### src/rtl/mac_pipe.sv
`default_nettype none
// ============================================================================
// Module   : mac_pipe
// Brief    : Fully pipelined signed multiply-accumulate, product = A*B + C.
//            Sign/magnitude split at the input, one shift-add stage per bit
//            of |A| (MSB first), sign restore and addend add at the output.
//            One result per clock, latency N+1 edges from the sampling edge.
// Revision : 1.0 - initial release
// ============================================================================
module mac_pipe #(
    parameter int N = 32,
    parameter int M = 4
) (
    input  logic               clk,
    input  logic               rst,
    input  logic               data_rdy,
    input  logic [N-1:0]       multiplicand,
    input  logic [M-1:0]       multiplier,
    input  logic [M-1:0]       addend,
    output logic               res_rdy,
    output logic [N+M-1:0]     product
);

    localparam int P = N + M;

    // Stage 0 holds index 0; bit stages 1..N hold indices 1..N.
    // r_a is shifted left each stage so its MSB is always the next bit to use.
    logic [N-1:0]   r_a   [0:N];
    logic [M-1:0]   r_b   [0:N];
    logic [M-1:0]   r_c   [0:N];
    logic           r_s   [0:N];
    logic           r_v   [0:N];
    logic [P-2:0]   r_acc [1:N];

    // Magnitudes of the operands; the most negative value maps onto its
    // unsigned magnitude 2^(W-1) without overflow since the result is unsigned.
    logic [N-1:0]   w_abs_a;
    logic [M-1:0]   w_abs_b;
    logic           w_sign;

    assign w_abs_a = multiplicand[N-1] ? (-multiplicand) : multiplicand;
    assign w_abs_b = multiplier[M-1]   ? (-multiplier)   : multiplier;
    assign w_sign  = multiplicand[N-1] ^ multiplier[M-1];

    // Next accumulator value per bit stage: acc_k = 2*acc_{k-1} + bit*|B|.
    logic [P-2:0]   w_acc_prev [1:N];
    logic [P-2:0]   w_acc_nxt  [1:N];

    for (genvar k = 1; k <= N; k++) begin : g_stage
        if (k == 1) begin : g_first
            assign w_acc_prev[k] = '0;
        end else begin : g_rest
            assign w_acc_prev[k] = r_acc[k-1];
        end
        // Top bit lost by the shift is always zero because |A|*|B| fits P-1 bits.
        assign w_acc_nxt[k] = (w_acc_prev[k] << 1)
                            + (r_a[k-1][N-1] ? {{(N-1){1'b0}}, r_b[k-1]} : '0);
    end

    // Output stage: restore the sign, then add the sign-extended addend.
    logic [P-1:0]   w_mag;
    logic [P-1:0]   w_signed;
    logic [P-1:0]   w_result;

    assign w_mag    = {1'b0, r_acc[N]};
    assign w_signed = r_s[N] ? (-w_mag) : w_mag;
    assign w_result = w_signed + {{N{r_c[N][M-1]}}, r_c[N]};

    // Whole pipeline: valid bits always advance, data only loads behind a valid.
    always_ff @(posedge clk or posedge rst) begin
        if (rst) begin
            for (int k = 0; k <= N; k++) begin
                r_a[k] <= '0;
                r_b[k] <= '0;
                r_c[k] <= '0;
                r_s[k] <= 1'b0;
                r_v[k] <= 1'b0;
            end
            for (int k = 1; k <= N; k++) begin
                r_acc[k] <= '0;
            end
            res_rdy <= 1'b0;
            product <= '0;
        end else begin
            r_v[0] <= data_rdy;
            if (data_rdy) begin
                r_a[0] <= w_abs_a;
                r_b[0] <= w_abs_b;
                r_c[0] <= addend;
                r_s[0] <= w_sign;
            end
            for (int k = 1; k <= N; k++) begin
                r_v[k] <= r_v[k-1];
                if (r_v[k-1]) begin
                    r_acc[k] <= w_acc_nxt[k];
                    r_a[k]   <= r_a[k-1] << 1;
                    r_b[k]   <= r_b[k-1];
                    r_c[k]   <= r_c[k-1];
                    r_s[k]   <= r_s[k-1];
                end
            end
            res_rdy <= r_v[N];
            if (r_v[N]) begin
                product <= w_result;
            end
        end
    end

endmodule
`default_nettype wire

### config.mk
export PLATFORM = sky130hd
export DESIGN_NAME = mac_pipe
export DESIGN_NICKNAME = d
export VERILOG_FILES = /design/src/rtl/mac_pipe.sv
export SDC_FILE = /design/constraint.sdc
export NUM_CORES = 2
export LEC_CHECK = 0
export ABC_CLOCK_PERIOD_IN_PS = 68100
export BUFFER_PORTS_ARGS = -buffer_cell sky130_fd_sc_hd__buf_2
export CAP_MARGIN = 40
export CORE_UTILIZATION = 60
export CTS_BUF_LIST = sky130_fd_sc_hd__clkbuf_16
export CTS_CLUSTER_DIAMETER = 60
export CTS_CLUSTER_SIZE = 20
export DETAILED_ROUTE_END_ITERATION = 8
export HOLD_SLACK_MARGIN = 0.02
export PLACE_DENSITY = 0.76
export SLEW_MARGIN = 40
export SYNTH_ARGS = -nofsm -noshare
export SYNTH_HDL_FRONTEND = slang
export SYNTH_SLANG_ARGS = --single-unit
export TNS_END_PERCENT = 1
### constraint.sdc
create_clock -name clk -period 68.1 [get_ports clk]
set_input_delay 10.215 -clock clk [delete_from_list [all_inputs] [get_ports clk]]
set_output_delay 10.215 -clock clk [all_outputs]
set_load 0.05 [all_outputs]
==> results.txt <==
----------------------------------------------------
[Clocking]
  CTS H-Tree Depth ... 3
  Post-CTS Hold Buffers ... 0
  Buffer count from post-CTS setup fixing ... 0
  Root buffer selected by CTS ... sky130_fd_sc_hd__clkbuf_16
  Bufs on Longest Clock Path ... 3
  Clock tree from TritonCTS ... done
  Post-CTS sizing ... 0
  Clock slew seen by the registers of the worst setup and hold paths ... around 0.08 ns
  Clock sink total ... 1,515
  TritonCTS buffer count ... around 110
  Clock Latency Late Sink ... roughly 0.72 ns

[Synth]
  Number of warnings printed during yosys synthesis ... 0
  Number of register bits inferred by synthesis ... 1,515
  Post-synth net total ... 6,304
  Commonest cells post-synth ... sky130_fd_sc_hd__dfrtp_1 (1,515), sky130_fd_sc_hd__mux2_2 (868), sky130_fd_sc_hd__nor2_1 (720)
  Synthesized area per cell ... about 11 um^2
  Primary flip-flop cell chosen by synthesis mapping ... sky130_fd_sc_hd__dfrtp_1
  Most instantiated library cell after synthesis ... sky130_fd_sc_hd__dfrtp_1
  Biggest area contributors in the synthesized netlist ... sky130_fd_sc_hd__dfrtp_1 (55%), sky130_fd_sc_hd__mux2_2 (14%), sky130_fd_sc_hd__xor2_1 (4.3%), sky130_fd_sc_hd__a21oi_1 (4.3%), sky130_fd_sc_hd__nor2_1 (3.9%)
  Netlist area before placement ... between 0.06 and 0.07 mm^2
  Share of synthesized flip-flops with an asynchronous set or reset ... 100%
  Post-synthesis cell count ... 6,098
  Count of cell types in the netlist ... 62
  Proportion of netlist area held by the largest area contributor ... 54.7%
  Seq/Total Area, Yosys ... 54.7%
  Biggest area consumer among synthesized cells ... sky130_fd_sc_hd__dfrtp_1
  Number of flops mapped to enable cells by yosys ... 0

[Drt]
  Top Metal Used ... met4
  Final routed wirelength across all metal layers ... 129,000 um
  Drt initial violations ... 2,573
  DRT met1 WL ... roughly 60,000 um
  Post-DR vias/cell ... about 5.7
  Met3 wire length ... around 3400 um
  Post-detailed-route DRC marker count ... 6
  Total met2 wirelength after detailed routing ... 63,400 um
  WL per Instance ... 16.8 um
  Detail Route Antenna Nets ... 0
  Overall via count from detail_route ... 43,634
  First-pass iteration count of the detailed router ... 7

[Critical path]
  Data required time of the critical path ... approximately 69 ns
  Worst-path fanout max ... roughly 130
  Classification of the worst setup path ... in -> async
  Peak per-stage delay on the critical path ... between 0.6 and 0.7 ns
  Startpoint Class ... input port
  Gate family responsible for the most delay along the worst path ... buffers and inverters
  CP max stage cell ... sky130_fd_sc_hd__buf_6
  FF-to-FF setup slack ... 63.06 ns
  Worst setup path startpoint ... rst
  Reg2reg start ... r_acc[3]
  Number of buffer and inverter stages on the critical path ... 7
  Critical path capture point type ... asynchronous set/reset pin
  Cell with the most instances on the worst path ... sky130_fd_sc_hd__buf_6
  Data arrival at the endpoint of the critical path ... ~13 ns
  Worst path cell trace ... buf_2 -> inv_12 -> buf_6 -> buf_4 -> buf_12 -> buf_6 -> buf_6

[Timing]
  Endpoints failing setup ... 0
  Worst slew pin tran ... about 0.81 ns
  Final number of max-transition violations ... 0
  Worst Skew ... roughly 0.033 ns
  Unrepaired setup endpoints after global routing ... no
  Slew Limit Headroom ... between 40% and 50%
  Fmax ... 79.2 MHz
  Hold Fails Final Rpt ... 0
  Fin Setup TNS ... 0 ns
  Min Clock Period, post-route ... between 10 and 15 ns
  Final cycle utilization of the critical path ... 18.5%

[Die]
  Core Footprint ... around 0.11 mm^2
  Core Rows ... between 100 and 150
  Height of the die ... between 300 and 400 um
  Count of boundary I/O pins ... 80
  Die outline width ... 342 um
  Initial standard-cell utilization of the core ... about three fifths
  Die area ... 0.117 mm^2

[GRT]
  Number of global-route vias before repair ... about 44,000
  Initial antenna violation count ... 0
  Total congestion overflow after global routing ... 0
  Maximum number of pins on one net before global-route repair ... 129
  Global router's overall resource usage ... 22.7%
  Wire length of the first global-routing pass ... ~220,000 um

[Layout]
  Final Non-Filler Cells ... 7,691
  Layout-stage area growth over the synthesis result ... 8.33%
  Number of nets in the layout ... ~6,300
  Ant. Diodes ... 0
  Fraction of final layout cells sized beyond drive strength 1 ... 20.0%
  Final standard cell utilization of the core ... around two thirds

[Place]
  Number of input and output port buffers inserted ... between 70 and 80
  Detailed Place HPWL ... around 88,000 um
  Number of placed instances, taps included ... about 7,500
  Routability-driven placement congestion ratio ... approximately 0.84

[Pwr]
  Total power consumption of the routed design ... between 0.002 and 0.003 W
  Power density over the cells ... between 30 and 40 mW/mm^2
  Static leakage ... between 30 and 40 nW
  Worst vdd rail ir drop ... approximately 27 uV

[Run]
  Max-Cap Viols ... 0

[Min path]
  Hold wc startpoint ... r_v[25]
  Type of the tightest min-delay check ... reg -> reg

[Status]
  Status ... finished with violations
  Failing checks ... DRC

----------------------------------------------------
cell usage in the layout (no fill, tap or decap), drive strengths merged, types with 8 or more instances in the layout:
cell type,instances
a21o,47
a21oi,597
and2,73
and3,83
and4,28
buf,129
bufinv,8
clkbuf,117
clkinv,43
dfrtp,1515
fa,32
ha,131
inv,201
mux2,868
mux2i,8
nand2,314
nand2b,11
nand3,187
nand4,91
nor2,720
nor2b,50
nor3,25
nor4,13
o2111ai,9
o21ai,135
o21bai,9
o31ai,16
o41ai,11
or4,13
xnor2,272
xor2,343
where the power goes:
group          leakage, nW  internal (W)  switching [W]
logic                 12.2      0.000350       0.000305
registers             17.2       0.00120       0.000266
clock network         1.92      0.000354       0.000343
total                 31.3       0.00191       0.000914
state kept, by name, indices dropped and copies added, names as in the netlist:
register and count:
product 36, r_b 128, r_a 528, res_rdy 1, r_acc 624, r_v 33, r_c 132, r_s 33
layer usage:
layer  vias up  GRT usage, %
met5         -             0
met4         0          4.80
met3       167          2.67
met2       468          37.4
met1     22048          32.7
li1      20951             -
path summary, 6_finish.rpt:
check                                   end  cells past startpoint
worst max-delay path                r_v[16]                      7
worst min-delay path                r_v[24]                      0
max in group clk                  r_a[1052]                      9
worst min register to register      r_v[24]                      0
worst max register to register  product[29]                     15
min in group asynchronous       r_acc[1053]                      2
cell families (layout without fill, tap and decap cells):
family                   after synthesis  count (layout)  share of synthesized area [%]
XOR/XNOR                             615             615                           7.77
AND/OR/NAND/NOR                     1631            1631                           10.8
buffers and inverters                424             505                           2.31
adder cells (fa/ha/maj)              163             163                           3.29
multiplexers                         876             876                           14.2
flip-flops                          1515            1515                           54.7
AO/OA/AOI/OAI                        874             874                           6.92
metrics by stage:
stage                     setup slack [ns]  area (um^2)  hold WS, ns
after floorplan                      15.15        69300        0.352
after global placement               53.64        71000        0.369
after detailed placement             54.23        71100        0.373
after CTS                            55.01        75000        0.391
after global routing                 54.95        75100        0.399
final                                55.48        75100        0.389
final cells by class:
type | instances | area (um^2)
tap | 1512 | 1890
clock inverter | 91 | 987
multi-input combinational | 4159 | 29800
timing repair buffer | 130 | 886
clock buffer | 116 | 2900
inverter | 168 | 643
fill | 8593 | 39400
sequential | 1515 | 38000
(Power assumes the default switching activity.)
